## src/rtl/droic_cpld_top.sv

```systemverilog
// DROIC v3 CPLD timing controller.
// After reset it programs six SPI bias pots, shifts a configuration word into the ROIC, then
// loops over 8 rows: row select, integrate, transfer, ADC convert, serialise to host.
// Ports:
//   OSC_in, pushbutton        system clock, synchronous active-high reset
//   ADSout1..8, ADSout15      ADC serial data in, MSB first
//   Rst, PhaseA*, PhaseC*     ROIC reset and integration/transfer phases
//   RS1..RS8                  one-hot row select
//   Sin*, Clk1..Clk4          ROIC config data/shift clock
//   ADRst*, ADMode_*, ADMode1_*, ADClk*, Sout1..4   ADC control and registered data copy
//   ClkOut, DataOut           host serial link
//   ResCS*, ResClk, ResSDI*   pot SPI (chip selects active-low)
//   DebugP2, DebugP3          frame-start pulse, conversion-active strobe
module droic_cpld_top #(
  parameter int unsigned CLK_DIV   = 4,
  parameter logic [15:0] POT_VAL   = 16'h0180,
  parameter logic [15:0] CFG_WORD  = 16'hA5C3,
  parameter int unsigned INT_TICKS = 32,
  parameter int unsigned ADC_BITS  = 12
) (
  input  logic OSC_in,
  input  logic pushbutton,
  input  logic ADSout1,
  input  logic ADSout2,
  input  logic ADSout3,
  input  logic ADSout4,
  input  logic ADSout5,
  input  logic ADSout6,
  input  logic ADSout7,
  input  logic ADSout8,
  input  logic ADSout15,
  output logic Rst,
  output logic PhaseA1,
  output logic PhaseA2,
  output logic PhaseA4,
  output logic PhaseC1,
  output logic PhaseC2,
  output logic PhaseC3,
  output logic PhaseC4,
  output logic RS1,
  output logic RS2,
  output logic RS3,
  output logic RS4,
  output logic RS5,
  output logic RS6,
  output logic RS7,
  output logic RS8,
  output logic Sin1,
  output logic Sin2,
  output logic Sin3,
  output logic Sin4,
  output logic Sin5,
  output logic Sin6,
  output logic Sin7,
  output logic Sin8,
  output logic Sin9,
  output logic Sin10,
  output logic Sin11,
  output logic Sin12,
  output logic Sin14,
  output logic Sin15,
  output logic Sin16,
  output logic Clk1,
  output logic Clk2,
  output logic Clk3,
  output logic Clk4,
  output logic ADRst1,
  output logic ADRst2,
  output logic ADRst3,
  output logic ADMode_1,
  output logic ADMode_2,
  output logic ADMode_3,
  output logic ADMode1_1,
  output logic ADMode1_2,
  output logic ADMode1_3,
  output logic ADClk1,
  output logic ADClk2,
  output logic ADClk3,
  output logic Sout1,
  output logic Sout2,
  output logic Sout3,
  output logic Sout4,
  output logic ClkOut,
  output logic DataOut,
  output logic ResCS3,
  output logic ResCS4,
  output logic ResCS5,
  output logic ResCS6,
  output logic ResCS7,
  output logic ResCS9,
  output logic ResClk,
  output logic ResSDI1,
  output logic ResSDI2,
  output logic DebugP2,
  output logic DebugP3
);

  localparam int unsigned NumCh   = 9;
  localparam int unsigned OutBits = NumCh * ADC_BITS;
  localparam int unsigned IdxW    = $clog2(OutBits);

  localparam logic [7:0]      DivLast  = 8'(CLK_DIV - 1);
  localparam logic [15:0]     RstLast  = 16'd15;
  localparam logic [15:0]     SerLast  = 16'd32;  // 16 bits x 2 ticks, then one idle tick
  localparam logic [15:0]     RowLast  = 16'd1;
  localparam logic [15:0]     IntLast  = 16'(INT_TICKS - 1);
  localparam logic [15:0]     XferLast = 16'd3;
  localparam logic [15:0]     ConvLast = 16'(2 * ADC_BITS);  // 1 reset tick + 2 ticks per bit
  localparam logic [15:0]     OutLast  = 16'(2 * OutBits - 1);
  localparam logic [IdxW-1:0] OutMsb   = IdxW'(OutBits - 1);

  typedef enum logic [2:0] {StRst, StPot, StCfg, StRow, StInt, StXfer, StConv, StOut} state_e;

  state_e      state_q, state_d;
  logic [7:0]  div_q, div_d;
  logic [15:0] cnt_q, cnt_d;
  logic [2:0]  pot_q, pot_d;
  logic [2:0]  row_q, row_d;
  logic        tick;

  logic [ADC_BITS-1:0] sh_q [NumCh];
  logic [ADC_BITS-1:0] sh_d [NumCh];
  logic [NumCh-1:0]    ads;
  logic [OutBits-1:0]  stream;
  logic [IdxW-1:0]     out_idx;
  logic [3:0]          bit_idx;
  logic                adc_rise;

  logic       rst_q, rst_d, adrst_q, adrst_d, res_clk_q, res_clk_d, res_sdi_q, res_sdi_d;
  logic       sin_q, sin_d, cfg_clk_q, cfg_clk_d, pha_q, pha_d, phc_q, phc_d;
  logic       admode_q, admode_d, adclk_q, adclk_d, clk_out_q, clk_out_d;
  logic       data_out_q, data_out_d, dbg2_q, dbg2_d, dbg3_q, dbg3_d;
  logic [5:0] cs_q, cs_d;
  logic [7:0] rs_q, rs_d;
  logic [3:0] sout_q, sout_d;

  assign ads  = {ADSout15, ADSout8, ADSout7, ADSout6, ADSout5, ADSout4, ADSout3, ADSout2,
                 ADSout1};
  assign tick = (div_q == DivLast);

  always_comb begin
    div_d = tick ? 8'd0 : div_q + 8'd1;
  end

  // Sequencer: cnt counts ticks since entering the current state (or current pot).
  always_comb begin
    state_d = state_q;
    cnt_d   = cnt_q;
    pot_d   = pot_q;
    row_d   = row_q;
    if (tick) begin
      cnt_d = cnt_q + 16'd1;
      unique case (state_q)
        StRst: if (cnt_q == RstLast) begin
          state_d = StPot;
          cnt_d   = '0;
        end
        StPot: if (cnt_q == SerLast) begin
          cnt_d = '0;
          if (pot_q == 3'd5) begin
            state_d = StCfg;
            pot_d   = '0;
          end else begin
            pot_d = pot_q + 3'd1;
          end
        end
        StCfg: if (cnt_q == SerLast) begin
          state_d = StRow;
          cnt_d   = '0;
        end
        StRow: if (cnt_q == RowLast) begin
          state_d = StInt;
          cnt_d   = '0;
        end
        StInt: if (cnt_q == IntLast) begin
          state_d = StXfer;
          cnt_d   = '0;
        end
        StXfer: if (cnt_q == XferLast) begin
          state_d = StConv;
          cnt_d   = '0;
        end
        StConv: if (cnt_q == ConvLast) begin
          state_d = StOut;
          cnt_d   = '0;
        end
        StOut: if (cnt_q == OutLast) begin
          state_d = StRow;
          cnt_d   = '0;
          row_d   = row_q + 3'd1;  // 3-bit row wraps 7 -> 0
        end
        default: begin
          state_d = StRst;
          cnt_d   = '0;
        end
      endcase
    end
  end

  // ADC clock rises on even, non-zero conversion steps; capture data on that same tick.
  assign adc_rise = tick && (state_d == StConv) && (cnt_d != '0) && !cnt_d[0];

  always_comb begin
    sh_d   = sh_q;
    sout_d = sout_q;
    if (adc_rise) begin
      for (int i = 0; i < NumCh; i++) begin
        sh_d[i] = {sh_q[i][ADC_BITS-2:0], ads[i]};
      end
      sout_d = ads[3:0];
    end
  end

  // Host stream: channel 1 first, channel 15 last, each MSB first.
  always_comb begin
    stream = '0;
    for (int i = 0; i < NumCh; i++) begin
      stream[(NumCh-1-i)*ADC_BITS +: ADC_BITS] = sh_q[i];
    end
  end

  // Outputs are decoded from the state being entered so they register together with it.
  always_comb begin
    rst_d      = 1'b0;
    adrst_d    = 1'b0;
    cs_d       = 6'h3F;
    res_clk_d  = 1'b0;
    res_sdi_d  = 1'b0;
    sin_d      = 1'b0;
    cfg_clk_d  = 1'b0;
    rs_d       = '0;
    pha_d      = 1'b0;
    phc_d      = 1'b0;
    admode_d   = 1'b0;
    adclk_d    = 1'b0;
    clk_out_d  = 1'b0;
    data_out_d = 1'b0;
    dbg2_d     = 1'b0;
    dbg3_d     = 1'b0;
    bit_idx    = 4'hF - cnt_d[4:1];
    out_idx    = OutMsb - cnt_d[IdxW:1];
    unique case (state_d)
      StRst: begin
        rst_d   = 1'b1;
        adrst_d = 1'b1;
      end
      StPot: begin
        rst_d   = 1'b1;
        adrst_d = 1'b1;
        if (cnt_d < SerLast) begin
          cs_d      = ~(6'b1 << pot_d);
          res_clk_d = cnt_d[0];
          res_sdi_d = POT_VAL[bit_idx];
        end
      end
      StCfg: begin
        adrst_d = 1'b1;
        if (cnt_d < SerLast) begin
          rst_d     = 1'b1;
          cfg_clk_d = cnt_d[0];
          sin_d     = CFG_WORD[bit_idx];
        end
      end
      StRow: begin
        rs_d   = 8'b1 << row_d;
        dbg2_d = (row_d == 3'd0) && (cnt_d == '0);
      end
      StInt: begin
        rs_d  = 8'b1 << row_d;
        pha_d = 1'b1;
      end
      StXfer: begin
        rs_d  = 8'b1 << row_d;
        phc_d = 1'b1;
      end
      StConv: begin
        rs_d     = 8'b1 << row_d;
        dbg3_d   = 1'b1;
        admode_d = 1'b1;
        adrst_d  = (cnt_d == '0);
        adclk_d  = (cnt_d != '0) && !cnt_d[0];
      end
      StOut: begin
        rs_d       = 8'b1 << row_d;
        clk_out_d  = cnt_d[0];
        data_out_d = stream[out_idx];
      end
      default: begin
        rst_d = 1'b1;
      end
    endcase
  end

  always_ff @(posedge OSC_in) begin
    if (pushbutton) begin
      div_q      <= '0;
      state_q    <= StRst;
      cnt_q      <= '0;
      pot_q      <= '0;
      row_q      <= '0;
      sh_q       <= '{default: '0};
      sout_q     <= '0;
      rst_q      <= 1'b1;
      adrst_q    <= 1'b1;
      cs_q       <= 6'h3F;
      res_clk_q  <= 1'b0;
      res_sdi_q  <= 1'b0;
      sin_q      <= 1'b0;
      cfg_clk_q  <= 1'b0;
      rs_q       <= '0;
      pha_q      <= 1'b0;
      phc_q      <= 1'b0;
      admode_q   <= 1'b0;
      adclk_q    <= 1'b0;
      clk_out_q  <= 1'b0;
      data_out_q <= 1'b0;
      dbg2_q     <= 1'b0;
      dbg3_q     <= 1'b0;
    end else begin
      div_q   <= div_d;
      sh_q    <= sh_d;
      sout_q  <= sout_d;
      state_q <= state_d;
      cnt_q   <= cnt_d;
      pot_q   <= pot_d;
      row_q   <= row_d;
      if (tick) begin
        rst_q      <= rst_d;
        adrst_q    <= adrst_d;
        cs_q       <= cs_d;
        res_clk_q  <= res_clk_d;
        res_sdi_q  <= res_sdi_d;
        sin_q      <= sin_d;
        cfg_clk_q  <= cfg_clk_d;
        rs_q       <= rs_d;
        pha_q      <= pha_d;
        phc_q      <= phc_d;
        admode_q   <= admode_d;
        adclk_q    <= adclk_d;
        clk_out_q  <= clk_out_d;
        data_out_q <= data_out_d;
        dbg2_q     <= dbg2_d;
        dbg3_q     <= dbg3_d;
      end
    end
  end

  assign Rst       = rst_q;
  assign PhaseA1   = pha_q;
  assign PhaseA2   = pha_q;
  assign PhaseA4   = pha_q;
  assign PhaseC1   = phc_q;
  assign PhaseC2   = phc_q;
  assign PhaseC3   = phc_q;
  assign PhaseC4   = phc_q;
  assign {RS8, RS7, RS6, RS5, RS4, RS3, RS2, RS1} = rs_q;
  assign {Sin1, Sin2, Sin3, Sin4, Sin5, Sin6, Sin7, Sin8} = {8{sin_q}};
  assign {Sin9, Sin10, Sin11, Sin12, Sin14, Sin15, Sin16} = {7{sin_q}};
  assign {Clk1, Clk2, Clk3, Clk4} = {4{cfg_clk_q}};
  assign {ADRst1, ADRst2, ADRst3} = {3{adrst_q}};
  assign {ADMode_1, ADMode_2, ADMode_3} = {3{admode_q}};
  assign {ADMode1_1, ADMode1_2, ADMode1_3} = 3'b000;
  assign {ADClk1, ADClk2, ADClk3} = {3{adclk_q}};
  assign {Sout4, Sout3, Sout2, Sout1} = sout_q;
  assign ClkOut    = clk_out_q;
  assign DataOut   = data_out_q;
  assign {ResCS9, ResCS7, ResCS6, ResCS5, ResCS4, ResCS3} = cs_q;
  assign ResClk    = res_clk_q;
  assign ResSDI1   = res_sdi_q;
  assign ResSDI2   = res_sdi_q;
  assign DebugP2   = dbg2_q;
  assign DebugP3   = dbg3_q;

endmodule

```

## config.mk

```make
export PLATFORM = sky130hd
export DESIGN_NAME = droic_cpld_top
export DESIGN_NICKNAME = d
export VERILOG_FILES = /design/src/rtl/droic_cpld_top.sv
export SDC_FILE = /design/constraint.sdc
export NUM_CORES = 1
export LEC_CHECK = 0
export CORE_UTILIZATION = 58
export DETAILED_ROUTE_END_ITERATION = 10
export GPL_ROUTABILITY_DRIVEN = 0
export PLACE_DENSITY = 0.83
export SETUP_SLACK_MARGIN = 0.02
export SLEW_MARGIN = 10
export SYNTH_ARGS = -nofsm -noshare
export SYNTH_HDL_FRONTEND = slang
export SYNTH_SLANG_ARGS = --single-unit
```

## constraint.sdc

```tcl
create_clock -name OSC_in -period 4.7 [get_ports OSC_in]
set_clock_uncertainty 0.05 [all_clocks]
set_input_delay 1.41 -clock OSC_in [delete_from_list [all_inputs] [get_ports OSC_in]]
set_output_delay 1.41 -clock OSC_in [all_outputs]
set_load 0.05 [all_outputs]
```

==> impl_results.md, run 1 <==
- Bufs and invs on worst path: 0
- Global-route wire length before repair: 31100 µm
- Data required time of the critical path: 5.04 ns
- Worst hold path class: flop to flop
- Fraction of synthesized cell area in xor and xnor cells: 2.83%
- Async SR Flop Fraction: 0%
- Critical path type: flop to flop
- Count of pins on the block boundary: 75
- CP arrival: 4.84 ns
- Number of setup violations in the final report: 0
- Die Span Y: 122 µm
- Cell with the most instances after synthesis: nand2_1
- Number of iterations in the first detailed-routing pass: 5
- Number of filler cells placed in the layout: about 1100
- CTS Sinks: 168
- Non-Filler Instances: approximately 1200
- Maximum number of pins on one net before global-route repair: 109
- Share of Yosys cell area claimed by the top area cell type: around two fifths
- Primary flip-flop cell chosen by synthesis mapping: dfxtp_1
- Number of setup buffers added after CTS: 0
- Crit start category: flop
- Number of vias after detailed routing: 7416
- Largest stage delay, worst path: 0.60 ns
- Highest clock rate: between 200 and 250 MHz
- Power per Cell Area: 321 nW/µm²
- Core outline area: approximately 14000 µm²
- Synth unique cells: 72
- Max VDD drop: ~0.29 mV
- Number of diodes: 0
- YS warnings: 0
- Die Area: 14900 µm²
- Unrepaired setup endpoints after global routing: true
- Instance count after placement with tap cells included: 1213
- CP delay by family, top: simple AND/OR/NAND/NOR gates
- # H-tree levels: 4
- Synth Area in Simple Gates: 23.6%
- CTS tree: yes
- Number of synthesized register bits: 168
- Number of hold buffers added after CTS: 0
- Cell types with the largest area share after synthesis: dfxtp_1, nand2_1, a21oi_1
- Sum of internal, switching and leakage power: 3.07 mW
- Synthesized cell area: 8370 µm²
- CTS clk-pin slew, worst paths: 0.07 ns
- Relative slew slack: a little over a third
- Post-synthesis compound-gate area fraction: 17.7%
- Routed len/inst: between 15 and 20 µm
- Placed wire-length estimate after detailed placement: 12200 µm
- Number of nets with antenna violations after routing: 0
- Die outline width: 122 µm
- Portion of netlist area occupied by mux cells: 6.74%
- Total routed wirelength: around 20000 µm
- Clock insertion delay at the later pin of the skew report: 0.44 ns
- Cell type with the largest total area after synthesis: dfxtp_1
- Critical Path End Type: flop
- Buffers from clock root to sink, at most: 2
- Number of endpoints with negative hold slack in the final report: 0
- PortBufs: 71
- Leakage power of the design: 3.18 nW
- Sequential cell area fraction in the yosys report: 40.2%
- Number of slew-limit violations in the final report: 0
- Post-route DRC: 0
- Cell repeated most along the worst path: or4_4
- First-iteration detailed-routing DRC count: ~660
- Clock Tree Root: clkbuf_16
- Antenna violations before repair: 0
- Critical Path, Cell by Cell: or4_4 > nor4_4 > a311oi_1 > or4_4 > nor2_4 > o21ai_1 > a22o_4 > ha_1 > xor2_2 > a2111oi_1 > nor4b_1 > o41ai_1 > o211a_1
- Setup slack on the worst flop-to-flop path: 0.20 ns
- Worst Setup Slack, final: 0.199 ns
- Final period util: 95.8%
- Fraction of layout instances using a drive strength above 1: 7.78%
- Number of global-route vias before repair: 6522
- Post-Place Setup Slack: 0.313 ns
- Overall Global Routing Usage: between 20% and 30%
- Slew @ Worst Pin: 0.948 ns
- Post-Route Utilization: slightly below 70%
- Average instance area after synthesis: about 8.0 µm²
- Area grow syn2layout: 14.3%
- Worst Path Max Fanout: 8
- Post-synthesis adder-cell area fraction: approximately 1.0%
- Number of maximum-capacitance constraint violations: 0
- Slowest stage cell on the critical path: or4_4
- CTS buffer count: 17
- Dominant combinational cell family by area after synthesis: simple AND/OR/NAND/NOR gates
- Number of instances in the synthesized netlist: 1050
- Initial standard-cell utilization of the core: 59.8%
- Status: finished clean
- Average via count per standard cell: approximately 5.9
- Total congestion overflow after global routing: 0
- Number of standard-cell rows in the floorplan: 43
- Synth top cells by count: nand2_1, dfxtp_1, a21oi_1, nor2_1, mux2i_1
- Final-stage net count: 1073
- Post-synth EDFFs: 0
- Final Critical Period: about 4.5 ns
## area by class of cell
| cell class | count | area [µm²] | share of cell area (%) |
|---|---|---|---|
| Clock inverter | 14 | 194 | 2.03 |
| Multi-Input combinational cell | 771 | 4450 | 46.5 |
| Clock buffer | 17 | 425 | 4.45 |
| Sequential cell | 168 | 3360 | 35.2 |
| Inverter | 11 | 41.3 | 0.431 |
| Timing Repair Buffer | 86 | 871 | 9.10 |
| Tap cell | 180 | 225 | 2.35 |
## worst register-to-register path: cells and delay by family (launching register included)
family                     cells  cell delay [ns]
AOI/OAI and AO/OA              6             1.68
adders and majority gates      1             0.27
xor gates and xnor gates       1             0.25
and+or+nand+nor                5             1.84
DFF                            1             0.39
## layer usage
| metal | global-route usage [%] | part of all wire (%) |
|---|---|---|
| met4 | 11.0 | 2.3 |
| met5 | 0 | 0 |
| met1 | 33.2 | 42 |
| met3 | 5.71 | 5.6 |
| met2 | 42.9 | 50 |
## cells in the final DEF, fill, tap and decap left out, types with 13 or more instances in the layout
cell type,count
clkbuf_16,17
o21ai_0,15
a21oi_1,127
a22oi_1,21
dfxtp_1,167
mux2i_1,44
nor2_1,67
nand2_1,270
and2_1,13
clkdlybuf4s50_1,70
xnor2_1,15
nand3_1,22
## power by group
group / internal [mW] / switching [mW]
clock network: 0.849 / 0.608
logic: 0.0571 / 0.115
registers: 1.43 / 0.0114
total: 2.33 / 0.734
## sequential cells by signal, summed over array words and instances, names as in the netlist, 3 cells and up
signal	flops
cnt_q	16
cs_q	6
state_q	3
div_q	8
pot_q	3
rs_q	8
sh_q	108
row_q	3
## kinds of logic (layout without fill, tap and decap cells)
family                   count (synthesis)  in the layout
AO/OA/AOI/OAI                          235            238
buffers and inverters                  116            128
adder cells (fa/ha/maj)                  7              7
other                                    1              3
XOR/XNOR                                27             27
AND/OR/NAND/NOR                        442            442
flip-flops                             168            168
multiplexers                            54             54
## stage by stage
step                hold slack [ns]  TNS (ns)  cell area [µm²]
finish                        0.406         0             9570
detailed placement            0.396         0             8880
global route                  0.423   -0.0719             9570
CTS                           0.405         0             9500
global placement              0.391         0             8880
floorplan                     0.386         0             8380
## final timing paths
check,start,to,depth (start not counted)
worst max register to register,cnt_q[4]$_SDFF_PP0_,DataOut$_SDFFE_PP0N_,13
worst min-delay path,sh_q[35]$_SDFFE_PP0P_,sh_q[35]$_SDFFE_PP0P_,2
worst min register to register,sh_q[35]$_SDFFE_PP0P_,sh_q[35]$_SDFFE_PP0P_,2
worst max-delay path,cnt_q[4]$_SDFF_PP0_,DataOut$_SDFFE_PP0N_,13
## timing repair
item / CTS / global route
gates resized for setup: 0 / 8
endpoints found under the hold margin: 0 / 0
endpoints found under the setup margin: 0 / 109
Note: power is estimated with default switching activity, not from simulation.
==> run 2, diff against run 1 <==
CORE_MARGIN = 2   (was default)
CORE_UTILIZATION = 30   (was 58)
PLACE_DENSITY = 0.5   (was 0.83)
SLEW_MARGIN = 20   (was 10)
==> run 2 against run 1 <==
Combinational power up 2%. Global-route usage down 12 points. Wire length up 6.2%. Hold slack worse by 0.0020 ns. Fmax up 1.7%. Sequential share of layout area down 1.2 points.
==> impl_results.md, run 2 (synthesized netlist as in run 1, its figures left out) <==
- Status: finished clean
- Clock insertion delay at the later pin of the skew report: 0.42 ns
- CTS tree: yes
- Number of endpoints with negative hold slack in the final report: 0
- Final period util: 94.1%
- Instance count after placement with tap cells included: 1428
- Max VDD drop: 0.186 mV
- Number of setup violations in the final report: 0
- Fraction of layout instances using a drive strength above 1: about 9.0%
- Unrepaired setup endpoints after global routing: true
- Area grow syn2layout: 18.3%
- Die Span Y: 171 µm
- Number of iterations in the first detailed-routing pass: 5
- Total routed wirelength: around 21000 µm
- Post-Place Setup Slack: between 0.3 and 0.4 ns
- Worst Path Max Fanout: 8
- Relative slew slack: 38.5%
- Leakage power of the design: 3.25 nW
- Placed wire-length estimate after detailed placement: 13900 µm
- Routed len/inst: 14.5 µm
- CTS Sinks: 168
- Post-Route Utilization: 35.8%
- Number of nets with antenna violations after routing: 0
- Core outline area: 27600 µm²
- # H-tree levels: 4
- Worst hold path class: flop to flop
- Largest stage delay, worst path: 0.57 ns
- Post-route DRC: 0
- Crit start category: flop
- CTS clk-pin slew, worst paths: 0.07 ns
- Number of standard-cell rows in the floorplan: 61
- CP arrival: approximately 4.8 ns
- Maximum number of pins on one net before global-route repair: 76
- Critical path type: flop to flop
- Number of slew-limit violations in the final report: 0
- Overall Global Routing Usage: 14.3%
- Number of global-route vias before repair: 6580
- Initial standard-cell utilization of the core: 30.3%
- Die outline width: approximately 170 µm
- Number of diodes: 0
- Final Critical Period: 4.42 ns
- Slowest stage cell on the critical path: or4_4
- Final-stage net count: 1088
- First-iteration detailed-routing DRC count: roughly 420
- Number of maximum-capacitance constraint violations: 0
- Highest clock rate: 226 MHz
- Most frequent cells in the layout: nand2_1, dfxtp_1, a21oi_1
- Critical Path, Cell by Cell: or4_4 > nor4_4 > a311oi_1 > nor4_1 > a21boi_0 > a211o_1 > buf_4 > ha_1 > xor2_2 > a2111oi_1 > nor4b_1 > o41ai_1 > o211a_1
- Number of filler cells placed in the layout: 2885
- Setup TNS: 0 ns
- Number of flip-flops in the largest register: 108
- Slew @ Worst Pin: around 0.92 ns
- PortBufs: 71
- Total congestion overflow after global routing: 0
- Buffers from clock root to sink, at most: 2
- Data required time of the critical path: 5.02 ns
- Die Area: 29200 µm²
- Worst Setup Slack, final: 0.276 ns
- Average via count per standard cell: around 4.8
- Registers with the highest flip-flop counts: sh_q x108, cnt_q x16
- CTS buffer count: 17
- Critical Path End Type: flop
- Clock Tree Root: clkbuf_16
- Most common library cell in the layout ignoring fill and taps: nand2_1
- Power per Cell Area: 312 nW/µm²
- Non-Filler Instances: 1461
- Register containing the most flip-flops in the final layout: sh_q
- Number of setup buffers added after CTS: 0
- Antenna violations before repair: 0
- Number of vias after detailed routing: approximately 7100
- Global-route wire length before repair: 33900 µm
- Count of pins on the block boundary: 75
## run 2: changes by cell type in the layout (fill, tap and decap cells not counted), sizes merged
cell | before | now
buf | 16 | 33
o2111a | 4 | 3
clkinvlp | 1 | 2
bufinv | 3 | 2
o2111ai | 9 | 8
inv | 15 | 17
clkinv | 6 | 0
clkbuf | 17 | 22
## run 2: report_power, final
group          internal [mW]  switching, mW
combinational         0.0611          0.115
sequential              1.43         0.0110
clock                  0.853          0.616
## run 2: routing by layer
| layer | wire (µm) | global-route usage (%) | share of wire, % | vias up |
|---|---|---|---|---|
| met4 | 206 | 3.39 | 0.97 | 0 |
| met1 | 10300 | 19.0 | 49 | 3333 |
| met3 | 561 | 2.66 | 2.7 | 16 |
| met2 | 10100 | 24.2 | 48 | 106 |
| li1 | - | - | - | 3625 |
| met5 | 0 | 0 | 0 | - |
## run 2: critical path, delay by kind of cell, from the launching register on
family	cells	cell delay, ns
xor+xnor	1	0.25
fa+ha+maj	1	0.27
simple gates	4	1.29
compound gates	6	1.91
buf+inv	1	0.21
flops	1	0.39
## run 2: timing repair
item                                    4_1_cts  5_1_grt
hold buffers                                  0        0
gates resized for setup                       0        4
endpoints found under the setup margin        0        8
## run 2: path summary, 6_finish.rpt
path	start	endpoint	slack (ns)	depth (start not counted)
worst max-delay path	cnt_q[4]$_SDFF_PP0_	DataOut$_SDFFE_PP0N_	0.28	13
worst min-delay path	sh_q[107]$_SDFFE_PP0P_	sh_q[107]$_SDFFE_PP0P_	0.40	2
worst max register to register	cnt_q[4]$_SDFF_PP0_	DataOut$_SDFFE_PP0N_	0.28	13
worst min register to register	sh_q[107]$_SDFFE_PP0P_	sh_q[107]$_SDFFE_PP0P_	0.40	2
## run 2: through the flow
stage / cell area, µm² / hold slack [ns] / total power, mW
finish: 9900 / 0.404 / 3.09
global route: 9900 / 0.422 / 3.20
CTS: 9870 / 0.405 / 3.13
detailed placement: 9260 / 0.396 / 1.65
global placement: 9260 / 0.392 / 1.65
floorplan: 8380 / 0.386 / 1.59
## run 2: cell type report
class / instances / area, µm² / share of cell area (%)
clock inverter: 10 / 130 / 1.31
clock buffer: 22 / 484 / 4.89
tap: 378 / 473 / 4.78
sequential: 168 / 3360 / 34.0
inverter: 11 / 41.3 / 0.417
multi-input combinational: 769 / 4410 / 44.5
timing repair buffer: 103 / 998 / 10.1
